===== config.mk =====
export PLATFORM = sky130hd
export DESIGN_NAME = uart_cmd_engine
export DESIGN_NICKNAME = d
export VERILOG_FILES = /design/src/rtl/uart_cmd_pkg.sv /design/src/rtl/rd_lat_counter.sv /design/src/rtl/uart_cmd_engine.sv
export SDC_FILE = /design/constraint.sdc
export NUM_CORES = 1
export LEC_CHECK = 0
export BUFFER_PORTS_ARGS = -buffer_cell sky130_fd_sc_hd__buf_2
export CAP_MARGIN = 20
export CORE_AREA = 2 2 66 68
export DETAILED_ROUTE_END_ITERATION = 16
export DIE_AREA = 0 0 68 70
export PLACE_DENSITY = 0.76
export SYNTH_ARGS = -nofsm -noshare
export SYNTH_HDL_FRONTEND = slang
export SYNTH_HIERARCHICAL = 1
export SYNTH_SLANG_ARGS = --single-unit

===== constraint.sdc =====
create_clock -name clk -period 2.52 [get_ports clk]
set_input_delay 0.252 -clock clk [delete_from_list [all_inputs] [get_ports clk]]
set_output_delay 0.252 -clock clk [all_outputs]
set_load 0.01 [all_outputs]

===== src/rtl/uart_cmd_pkg.sv =====
// Shared opcodes, FSM states and defaults for the UART debug command engine.
package uart_cmd_pkg;

    typedef enum logic [7:0] {
        CMD_WRITE = 8'h02,
        CMD_READ  = 8'h03,
        CMD_HOLD  = 8'h06,
        CMD_RUN   = 8'h07
    } cmd_op_t;

    typedef enum logic [3:0] {
        IDLE,
        ADDR_HI,
        ADDR_LO,
        DATA,
        WR_EXEC,
        RD_ISSUE,
        RD_WAIT,
        TX_SEND,
        TX_WAIT
    } cmd_state_t;

    localparam logic [7:0] DEFAULT_ERR_BYTE = 8'hEE;

endpackage


===== src/rtl/rd_lat_counter.sv =====
// Loadable down-counter; `last` flags the final counted cycle (count == 1).
module rd_lat_counter #(
    parameter int W = 4
) (
    input  logic         clk,
    input  logic         rst,
    input  logic         load,
    input  logic         en,
    input  logic [W-1:0] load_val,
    output logic         last
);

    logic [W-1:0] count;

    always_ff @(posedge clk or negedge rst) begin
        if (!rst) begin
            count <= '0;
        end else if (load) begin
            count <= load_val;
        end else if (en && count != '0) begin
            count <= count - 1'b1;
        end
    end

    assign last = (count == W'(1));

endmodule


===== src/rtl/uart_cmd_engine.sv =====
// Host debug UART command responder: parses WRITE/READ/HOLD/RUN and drives the system bus.
// Optional inter-byte timeout is compiled in with UART_CMD_TIMEOUT_EN.
module uart_cmd_engine
    import uart_cmd_pkg::*;
#(
    parameter int         RD_LAT   = 2,
    parameter logic [7:0] ERR_BYTE = DEFAULT_ERR_BYTE
`ifdef UART_CMD_TIMEOUT_EN
    ,
    parameter int         TIMEOUT_CYCLES = 2500000
`endif
) (
    input  logic        clk,
    input  logic        rst,
    input  logic        rx_valid,
    input  logic [7:0]  rx_data,
    output logic        tx_start,
    output logic [7:0]  tx_data,
    input  logic        tx_active,
    input  logic        tx_done,
    output logic [15:0] mem_addr,
    output logic [7:0]  mem_wdata,
    output logic        mem_we,
    output logic        mem_re,
    input  logic [7:0]  mem_rdata,
    output logic        cpu_hold,
    output logic        busy,
    output logic        overrun
);

    cmd_state_t state, next_state;
    logic       is_read;
    logic       lat_last;
    logic       drop;
    logic       timed_out;

    rd_lat_counter #(.W(4)) u_rd_lat (
        .clk      (clk),
        .rst      (rst),
        .load     (state == RD_ISSUE),
        .en       (state == RD_WAIT),
        .load_val (4'(RD_LAT)),
        .last     (lat_last)
    );

`ifdef UART_CMD_TIMEOUT_EN
    localparam int TO_W = $clog2(TIMEOUT_CYCLES + 1);
    logic in_rx_phase;
    logic to_last;

    assign in_rx_phase = (state == ADDR_HI) || (state == ADDR_LO) || (state == DATA);

    // Reloading on every received byte also arms the counter on the opcode byte.
    rd_lat_counter #(.W(TO_W)) u_timeout (
        .clk      (clk),
        .rst      (rst),
        .load     (rx_valid),
        .en       (in_rx_phase),
        .load_val (TO_W'(TIMEOUT_CYCLES)),
        .last     (to_last)
    );

    assign timed_out = in_rx_phase && !rx_valid && to_last;
`else
    assign timed_out = 1'b0;
`endif

    always_ff @(posedge clk or negedge rst) begin
        if (!rst) begin
            state <= IDLE;
        end else begin
            state <= next_state;
        end
    end

    always_comb begin
        next_state = state;
        mem_we     = 1'b0;
        mem_re     = 1'b0;
        tx_start   = 1'b0;
        drop       = 1'b0;
        busy       = (state != IDLE);
        unique case (state)
            IDLE: begin
                if (rx_valid && (rx_data == CMD_WRITE || rx_data == CMD_READ)) begin
                    next_state = ADDR_HI;
                end
            end
            ADDR_HI: begin
                if (rx_valid)       next_state = ADDR_LO;
                else if (timed_out) next_state = IDLE;
            end
            ADDR_LO: begin
                if (rx_valid)       next_state = is_read ? RD_ISSUE : DATA;
                else if (timed_out) next_state = IDLE;
            end
            DATA: begin
                if (rx_valid)       next_state = WR_EXEC;
                else if (timed_out) next_state = IDLE;
            end
            WR_EXEC: begin
                drop       = rx_valid;
                mem_we     = cpu_hold;
                next_state = IDLE;
            end
            RD_ISSUE: begin
                drop       = rx_valid;
                mem_re     = cpu_hold;
                next_state = cpu_hold ? RD_WAIT : TX_SEND;
            end
            RD_WAIT: begin
                drop = rx_valid;
                if (lat_last) next_state = TX_SEND;
            end
            TX_SEND: begin
                drop = rx_valid;
                if (!tx_active) begin
                    tx_start   = 1'b1;
                    next_state = TX_WAIT;
                end
            end
            TX_WAIT: begin
                drop = rx_valid;
                if (tx_done) next_state = IDLE;
            end
            default: next_state = IDLE;
        endcase
    end

    always_ff @(posedge clk or negedge rst) begin
        if (!rst) begin
            is_read   <= 1'b0;
            mem_addr  <= '0;
            mem_wdata <= '0;
            tx_data   <= '0;
            cpu_hold  <= 1'b0;
            overrun   <= 1'b0;
        end else begin
            if (rx_valid) begin
                unique case (state)
                    IDLE: begin
                        is_read <= (rx_data == CMD_READ);
                        if (rx_data == CMD_HOLD) cpu_hold <= 1'b1;
                        if (rx_data == CMD_RUN)  cpu_hold <= 1'b0;
                    end
                    ADDR_HI: mem_addr[15:8] <= rx_data;
                    ADDR_LO: mem_addr[7:0]  <= rx_data;
                    DATA:    mem_wdata      <= rx_data;
                    default: ;
                endcase
            end
            if (state == RD_ISSUE && !cpu_hold) tx_data <= ERR_BYTE;
            if (state == RD_WAIT && lat_last)   tx_data <= mem_rdata;
            if (drop || timed_out)              overrun <= 1'b1;
        end
    end

endmodule


Word-level counts from Yosys, hierarchy flattened
Cells that the tools add are included.
{"block": "totals", "memories": 0, "latchBits": 0, "ram_bits": 0, "ff_bits": 43, "mem_bits_ro": 0, "input_bits": 21, "out_inout_bits": 38}
{"block": "op_classes", "mul": 0, "n_div": 0, "n_eq_ne": 20, "n_bitwise": 0, "n_mux": 21, "shift": 0, "add_sub_neg": 1, "n_reduce_logical": 19, "magnitude_cmp": 0}
{"operator": "2-to-1 mux 4 bit", "n": 9}
{"operator": "one-hot mux 4 bit (8 select lines)", "n": 1}
{"operator": "== test 4 x 3 -> 1 bit, second input constant", "n": 4}
{"operator": "== test 8 x 2 -> 1 bit, second input constant", "n": 2}
{"operator": "== test 8 x 3 -> 1 bit, second input constant", "n": 2}
{"operator": "2-to-1 mux 8 bit", "n": 2}
{"operator": "inequality test 2 bit, second input constant", "n": 7}
{"operator": "== test 4 x 1 -> 1 bit, second input constant", "n": 2}
{"operator": "== test 4 x 2 -> 1 bit, second input constant", "n": 2}
{"operator": "2-to-1 mux 1 bit", "n": 8}
{"operator": "AND reduction 2 bit", "n": 4}
{"operator": "nonzero test 4 bit", "n": 2}
{"operator": "AND reduction 7 bit", "n": 1}
{"operator": "nonzero test 2 bit", "n": 3}
{"operator": "OR reduction 5 bit", "n": 1}
{"operator": "== test 4 bit, second input constant", "n": 1}
{"operator": "logical AND 1 bit", "n": 4}
{"operator": "zero test 4 bit", "n": 1}
{"operator": "subtractor 4 x 1 -> 4 bit, second input constant", "n": 1}
{"operator": "2-to-1 mux 3 bit", "n": 1}
{"operator": "AND reduction 3 bit", "n": 1}
{"operator": "zero test 1 bit", "n": 1}
{"operator": "logical OR 1 bit", "n": 1}

Depth between registers and ports, before layout
Gate-level depths: netlist (run 1).
{"block": "logic_depth", "ltp_word": 5, "depth_mapped": 6, "depth_no_buf": 6}

By module
Netlist (run 1), hierarchy kept.
{"module": "uart_cmd_engine", "seq_area_each_um2": 975.9, "area_each_um2": 1697.9, "instances": 1, "cells_each": 137}
{"module": "rd_lat_counter", "seq_area_each_um2": 100.1, "area_each_um2": 265.3, "instances": 1, "cells_each": 29}

Worst setup path after synthesis (run 1)
No wires, ideal clock.
{"block": "synth_timing", "path_kind": "flip-flop to flip-flop", "from": "register state[2]", "to": "register tx_data[1]", "setup_slack_ns": 0.519, "t_required_ns": 2.455, "arrival_time_ns": 1.936, "n_path_buf": 1, "synth_period_minus_slack_ns": 2.001, "stages_incl_launch_ff": 6, "cell_sequence": "dfrtp_1 > clkbuf_1 > nor4bb_1 > nand2_1 > nand2_1 > o22a_1"}
{"block": "synth_via", "elab_chain_cells": 3}
{"item": "start, declared", "line_no": "uart_cmd_engine.sv:31", "source": "cmd_state_t state, next_state;"}
{"item": "start signal, assigned", "line_no": "uart_cmd_engine.sv:72", "source": "state <= next_state;"}
{"item": "== test 4 x 3 -> 1 bit (on tied branches)", "line_no": "uart_cmd_engine.sv:153, uart_cmd_engine.sv:152"}
{"item": "logical AND 1 bit (on tied branches)", "line_no": "uart_cmd_engine.sv:153, uart_cmd_engine.sv:152"}
{"item": "2-to-1 mux 8 bit or nonzero test 2 bit (tied branches)"}
{"item": "end signal, assigned", "line_no": "uart_cmd_engine.sv:153", "source": "if (state == RD_WAIT && lat_last) tx_data <= mem_rdata;"}
{"item": "end, declared", "line_no": "uart_cmd_engine.sv:18", "source": "output logic [7:0] tx_data,"}
Parallel ways exist; a longest one is shown, timed or not.
A chain may end at the register's enable or synchronous reset.

Final worst setup path (run 1)
{"block": "layout_timing", "from": "register state[1]", "to": "register state[0]"}
{"block": "layout_via", "elab_chain_cells": 3}
{"item": "== test 4 x 3 -> 1 bit, or another cell as far along", "line_no": "uart_cmd_engine.sv:83", "source": "unique case (state)"}
{"item": "inequality test 2 bit (no source line)"}
{"item": "AND reduction 7 bit (no source line)"}
Parallel ways exist; a longest one is shown, timed or not.

==> results of run 1 <==
[where the power goes]
group / switching, W / internal [W]
combinational: 0.000524 / 0.000574
sequential: 0.000238 / 0.00101
clock: 0.000248 / 0.000298
total: 0.00101 / 0.00188
[cell type report]
class                      count  share of cell area, %
sequential                    43                   44.5
multi-input combinational    108                   34.0
timing repair buffer          59                   12.3
inverter                      11                   1.71
tap                           52                   2.69
clock inverter                 3                   1.91
clock buffer                   5                   2.85
[metal layers]
metal,up-vias,GRT usage [%]
met5,-,0
met4,0,6.00
met3,7,5.96
met2,45,28.3
met1,741,24.3
li1,728,-
[placed cells by master, fill, tap and decap left out, types with 3 or more instances in the layout]
master / Yosys / layout
sky130_fd_sc_hd__buf_2: 0 / 58
sky130_fd_sc_hd__dfrtp_1: 43 / 43
sky130_fd_sc_hd__mux2_2: 24 / 24
sky130_fd_sc_hd__inv_1: 11 / 11
sky130_fd_sc_hd__nand2_1: 9 / 9
sky130_fd_sc_hd__o22a_1: 6 / 6
sky130_fd_sc_hd__nor2_1: 5 / 5
sky130_fd_sc_hd__nand3_1: 5 / 5
sky130_fd_sc_hd__o21ai_0: 5 / 5
sky130_fd_sc_hd__nor3_1: 5 / 5
sky130_fd_sc_hd__clkbuf_8: 0 / 5
sky130_fd_sc_hd__a21oi_1: 4 / 4
sky130_fd_sc_hd__conb_1: 2 / 4
sky130_fd_sc_hd__nand2b_1: 3 / 3
sky130_fd_sc_hd__or4_1: 3 / 3
sky130_fd_sc_hd__nor3b_1: 3 / 3
[worst paths after layout]
path / start / endpoint / slack, ps
worst max-delay path: state[1] / state[0] / 540
worst min-delay path: rst / tx_data[3] / 90
worst max register to register: state[1] / state[0] / 540
worst min register to register: overrun / overrun / 460
max in group asynchronous: rst / u_rd_lat/count[0] / 1850
min in group clk: tx_done / state[3] / 140
[worst register-to-register path, cell delays in order, from the launching register on]
cell	delay [ps]
sky130_fd_sc_hd__dfrtp_1	530
sky130_fd_sc_hd__or4b_2	730
sky130_fd_sc_hd__nor2_1	210
sky130_fd_sc_hd__nor3_1	80
sky130_fd_sc_hd__a221o_1	320
[cell families (layout without fill, tap and decap cells)]
group	Yosys count	count (layout)	share of synthesized area, %
fa+ha+maj	2	2	1.27
flops	43	43	54.8
compound gates	26	26	9.31
buf+inv	17	78	3.63
other cells	2	4	0.383
simple gates	51	51	16.3
mux	25	25	14.3
[state kept, by name, summed over array words and instances, names as in the netlist]
register,flops
overrun,1
tx_data,8
mem_wdata,8
u_rd_lat/count,4
is_read,1
mem_addr,16
state,4
cpu_hold,1
[per-stage QoR]
step	setup slack, ps	total power, W	hold WS [ps]	area (µm²)	std cells
5_1_grt	362	0.00311	151	2420	281
2_1_floorplan	519	0.00193	-43.6	1970	168
4_1_cts	570	0.00292	121	2420	281
6_report	541	0.00289	87.5	2420	281
3_3_place_gp	396	0.00235	445	2300	273
3_5_place_dp	389	0.00237	442	2300	273
==> impl_metrics.json, run 1 <==
{
  "outcome": "complete, no violations",
  "number_of_sinks_handled_by_clock_tree_synthesis": 43,
  "timing.final.crit_period_ps": 1980,
  "core_area_um2": 4140,
  "port_buffers": 58,
  "cp_slowest_stage_delay_ps": 730,
  "first_global_vias": 1467,
  "critical-path-top-delay-family": "simple AND/OR/NAND/NOR gates",
  "place_congestion": 0.796,
  "via_count": 1521,
  "grt_first_pass_wirelength_um": 6620,
  "synth.largest_area_cell": "sky130_fd_sc_hd__dfrtp_1",
  "post-route-util_pct": 58.4,
  "vdd.ir_drop.worst_uv": 738,
  "power-per-cell-area_nw_per_um2": 1200,
  "detail_route.wirelength.met1_um": 1830,
  "design.die.area_um2": 4760,
  "criticalPathCategory": "reg -> reg",
  "netlist_area_um2": 1960,
  "worstPathCellList": "or4b_2 > nor2_1 > nor3_1 > a221o_1",
  "number_of_buffers_created_by_cts": 5,
  "seq_area_frac_synth_pct": 54.8,
  "worst-slew-pin-transition_ps": 926,
  "htree_num_levels": 2,
  "wl_met2_um": 1860,
  "fill_cells": 362,
  "diodes": 0,
  "hold_class": "in -> async",
  "slowest_stage": "sky130_fd_sc_hd__or4b_2",
  "antenna_violating_nets_left": 0,
  "skew_ps": 6.76,
  "finalHoldViolCount": 0,
  "pin_count_of_the_biggest_net_entering_global_routing": 44,
  "cp-end-kind": "register",
  "layout_worst_path_cycle_share_pct": 78.5,
  "timing.critical_path.depth": 4,
  "post-synth-top-area-fraction_pct": 54.8,
  "drt_iter0_markers": 97,
  "cts_hold_buffers": 0,
  "topRoutingLayerUsed": "met4",
  "regArea_um2": 1080,
  "post_route_cells_drive_above_1_share_pct": 41.5,
  "io-pin-count": 59,
  "post_cts.resized_instances": 0,
  "fin_setup_tns_ps": 0,
  "synthTopCellsByArea": "sky130_fd_sc_hd__dfrtp_1 (55%), sky130_fd_sc_hd__mux2_2 (14%), sky130_fd_sc_hd__o22a_1 (2.7%), sky130_fd_sc_hd__inv_1 (2.1%), sky130_fd_sc_hd__nand2_1 (1.7%)",
  "critical_path_buf_inv_count": 0,
  "fp-row-count": 24,
  "detail_route.drc_violations": 0,
  "chipWidth_um": 68,
  "detail_route.vias_per_cell": 5.41,
  "yosys_warn_count": 6,
  "slew_headroom_pct": 38.3,
  "cap_viol_max_count": 0,
  "estimated_wirelength_of_the_detail_placed_design_um": 2880,
  "cts.clk_slew.worst_paths_ps": 90,
  "static-leakage-power_nw": 1.16,
  "cts.root.buffer_cell": "sky130_fd_sc_hd__clkbuf_8",
  "routed_wirelength_um": 4020,
  "areaGrowthSynthToFinish_pct": 23.2,
  "critPathMaxFanout": 16,
  "ys_seq_elements": 43,
  "clock_path_buffers": 2,
  "synth_flop_cell": "sky130_fd_sc_hd__dfrtp_1",
  "grt-ovfl-total": 0,
  "drv_slew": 0,
  "highest_achievable_clock_rate_mhz": 505,
  "syn_avg_cell_area_um2": 11.8,
  "rsz0062_at_grt": "no",
  "clock_latency_ps": 300,
  "async_flop_share_pct": 100,
  "area_occupied_by_multi_input_gates_um2": 823,
  "count_of_distinct_cell_types_in_the_synthesized_netlist": 42,
  "drt_pre_antenna_iters": 4,
  "synth-edff-count": 0,
  "start_util_pct": 47.4,
  "critical_path_required_ps": 2700,
  "antenna_found_initial": 0,
  "layout.nets": 251,
  "clock_tree_from_tritoncts": "built",
  "post_cts_buffers": 0,
  "syn_inst": 166,
  "worstPathArrival_ps": 2160,
  "setup.worst_path.start_class": "register",
  "synth_top_cells_by_count": "sky130_fd_sc_hd__dfrtp_1 (43), sky130_fd_sc_hd__mux2_2 (24), sky130_fd_sc_hd__inv_1 (11), sky130_fd_sc_hd__nand2_1 (9), sky130_fd_sc_hd__o22a_1 (6)",
  "fp.dieH_um": 70,
  "groute.usage.overall_pct": 18.4,
  "worst_r2r_path_cells": 4,
  "dr_wl_met3_um": 265,
  "post-synth-top-count-cell": "sky130_fd_sc_hd__dfrtp_1",
  "route.detailed.wl_per_inst_um": 14.3,
  "timing.final.setup_violations": 0
}
No activity file was read; power rests on OpenSTA's default activity.
==> run 2: changes to the inputs <==
--- a/config.mk
+++ b/config.mk
@@ -7,10 +7,10 @@
 export LEC_CHECK = 0
 export BUFFER_PORTS_ARGS = -buffer_cell sky130_fd_sc_hd__buf_2
 export CAP_MARGIN = 20
-export CORE_AREA = 2 2 66 68
+export CORE_AREA = 2 2 69 71
 export DETAILED_ROUTE_END_ITERATION = 16
-export DIE_AREA = 0 0 68 70
-export PLACE_DENSITY = 0.76
+export DIE_AREA = 0 0 71 73
+export PLACE_DENSITY = 0.73
 export SYNTH_ARGS = -nofsm -noshare
 export SYNTH_HDL_FRONTEND = slang
 export SYNTH_HIERARCHICAL = 1
==> constraint.sdc (replaced) <==
create_clock -name clk -period 1.7 [get_ports clk]
set_input_delay 0.17 -clock clk [delete_from_list [all_inputs] [get_ports clk]]
set_output_delay 0.17 -clock clk [all_outputs]
set_load 0.01 [all_outputs]
==> impl_metrics.json, run 2 (synthesis gave the netlist of run 1 again) <==
{
  "htree_num_levels": 2,
  "highest_achievable_clock_rate_mhz": 577,
  "start_util_pct": 43.3,
  "setup.worst_path.start_class": "register",
  "worstPathArrival_ps": 1920,
  "timing.final.setup_violations": 2,
  "pin_count_of_the_biggest_net_entering_global_routing": 44,
  "fin_setup_tns_ps": -36.2,
  "critPathMaxFanout": 6,
  "grt-ovfl-total": 0,
  "fp-row-count": 25,
  "worstPathCellList": "buf_6 > and4_1 > or4_4 > a221o_1",
  "drt_iter0_markers": 71,
  "most_common_library_cell_in_the_layout_ignoring_fill_and_taps": "sky130_fd_sc_hd__buf_2",
  "post-route-util_pct": 63.0,
  "cts.clk_slew.worst_paths_ps": 90,
  "first_global_vias": 1653,
  "drt_pre_antenna_iters": 4,
  "design.die.area_um2": 5180,
  "skew_ps": 12.0,
  "static-leakage-power_nw": 1.39,
  "detail_route.vias_per_cell": 5.28,
  "number_of_buffers_created_by_cts": 5,
  "regArea_um2": 1080,
  "registers.top_by_ff_count": "mem_addr",
  "largest_registers": "mem_addr x16, mem_wdata x8, tx_data x8",
  "clock_latency_ps": 300,
  "diodes": 0,
  "gr-max-usage-layer": "met2",
  "cp_slowest_stage_delay_ps": 530,
  "groute.usage.overall_pct": 19.5,
  "dpl.cell_count": 305,
  "most-common-layout-cells": "sky130_fd_sc_hd__buf_2 (58), sky130_fd_sc_hd__dfrtp_1 (42), sky130_fd_sc_hd__buf_4 (32), sky130_fd_sc_hd__mux2_2 (24), sky130_fd_sc_hd__inv_1 (11)",
  "via_count": 1699,
  "grt_first_pass_wirelength_um": 7820,
  "timing.final.crit_period_ps": 1730,
  "layout.cell_area.non_filler_um2": 2860,
  "estimated_wirelength_of_the_detail_placed_design_um": 3280,
  "power-per-cell-area_nw_per_um2": 1720,
  "fill_cells": 363,
  "slowest_stage": "sky130_fd_sc_hd__or4_4",
  "total_design_power_w": 0.00492,
  "antenna_violating_nets_left": 0,
  "use_met3_pct": 4.14,
  "cts.root.buffer_cell": "sky130_fd_sc_hd__clkbuf_8",
  "hold_class": "in -> reg",
  "outcome": "finished, violations left",
  "fp.dieH_um": 73,
  "layout_setup_ws_ps": -32.4,
  "number_of_sinks_handled_by_clock_tree_synthesis": 43,
  "core_area_um2": 4540,
  "route.detailed.wl_per_inst_um": 15.2,
  "detailed_place.area_um2": 2550,
  "chipWidth_um": 71,
  "vdd.ir_drop.worst_uv": 876,
  "criticalPathCategory": "reg -> reg",
  "layout_worst_path_cycle_share_pct": 102,
  "areaGrowthSynthToFinish_pct": 45.6,
  "area_occupied_by_multi_input_gates_um2": 926,
  "finalHoldViolCount": 0,
  "layoutNonFillerInstCount": 322,
  "grt.met1_usage_pct": 25.1,
  "critical_path_required_ps": 1880,
  "grt.met2_usage_pct": 32.0,
  "port_buffers": 58,
  "place_congestion": 0.825,
  "antenna_found_initial": 0,
  "cap_viol_max_count": 0,
  "routed_wirelength_um": 4880,
  "violated_checks": "negative setup slack",
  "largest_register_ff_count": 16,
  "clock_path_buffers": 2,
  "layout.nets": 290,
  "rsz0062_at_grt": "yes",
  "io-pin-count": 59,
  "clock_tree_from_tritoncts": "built",
  "post_route_cells_drive_above_1_share_pct": 55.2,
  "cp-end-kind": "register",
  "drv_slew": 0,
  "detail_route.drc_violations": 0
}
==> run 2: changes by cell type in the layout (fill, tap and decap cells not counted), sizes merged <==
cell	delta
buf	+38
clkbuf	+1
clkinv	+1
clkinvlp	-1
dlygate4sd3	+1
inv	-1
==> run 2: metrics by stage <==
| step | worst slack (ps) | hold slack (ps) |
|---|---|---|
| 3_3_place_gp | -210 | 163 |
| 3_5_place_dp | -250 | 166 |
| 6_report | -32.4 | 97.4 |
| 4_1_cts | -46.4 | 57.7 |
| 5_1_grt | -59.2 | 105 |
| 2_1_floorplan | -73.2 | -126 |
==> run 2: report_power, final <==
group	total, W	internal [W]	leakage (nW)	switching, W
clock network	0.000829	0.000475	0.0612	0.000354
logic	0.00232	0.00126	0.818	0.00107
registers	0.00177	0.00150	0.513	0.000268
total	0.00492	0.00323	1.39	0.00169
==> run 2: path summary, 6_finish.rpt <==
kind | startpoint | end | slack [ps] | depth (start not counted)
worst max-delay path | state[1] | state[0] | -30 | 4
worst min-delay path | tx_done | state[3] | 100 | 2
worst max register to register | state[1] | state[0] | -30 | 4
worst min register to register | overrun | overrun | 470 | 1
max in group asynchronous | rst | state[3] | 1120 | 3
min in group asynchronous | rst | tx_data[4] | 360 | 3
==> run 2: layout make-up <==
| cell class | count | share of cell area [%] |
|---|---|---|
| Clock buffer | 6 | 2.89 |
| Clock inverter | 2 | 1.23 |
| Inverter | 11 | 1.44 |
| Multi-Input combinational cell | 108 | 32.4 |
| Sequential cell | 43 | 37.7 |
| Tap cell | 54 | 2.36 |
| Timing Repair Buffer | 98 | 22.0 |
==> run 2: timing repair <==
item / in CTS / in global routing
resized for setup: 10 / 18
cloned: 0 / 0
hold endpoints to repair: 43 / 0
hold buffers: 1 / 0
pin swaps: 0 / 4
endpoints found under the setup margin: 13 / 22
buffers inserted: 4 / 5
==> run 2: per-layer routing <==
layer	vias to the layer above	share of wire, %	wire (µm)
li1	799	-	-
met3	9	3.7	181
met2	44	50	2440
met5	-	0	0
met1	847	44	2170
met4	0	1.8	86
==> run 2: critical path, delay by kind of cell (launching register included) <==
kind	cells	cell delay (ps)
and+or+nand+nor	2	740
buffers and inverters	1	150
DFF	1	400
AOI/OAI and AO/OA	1	320
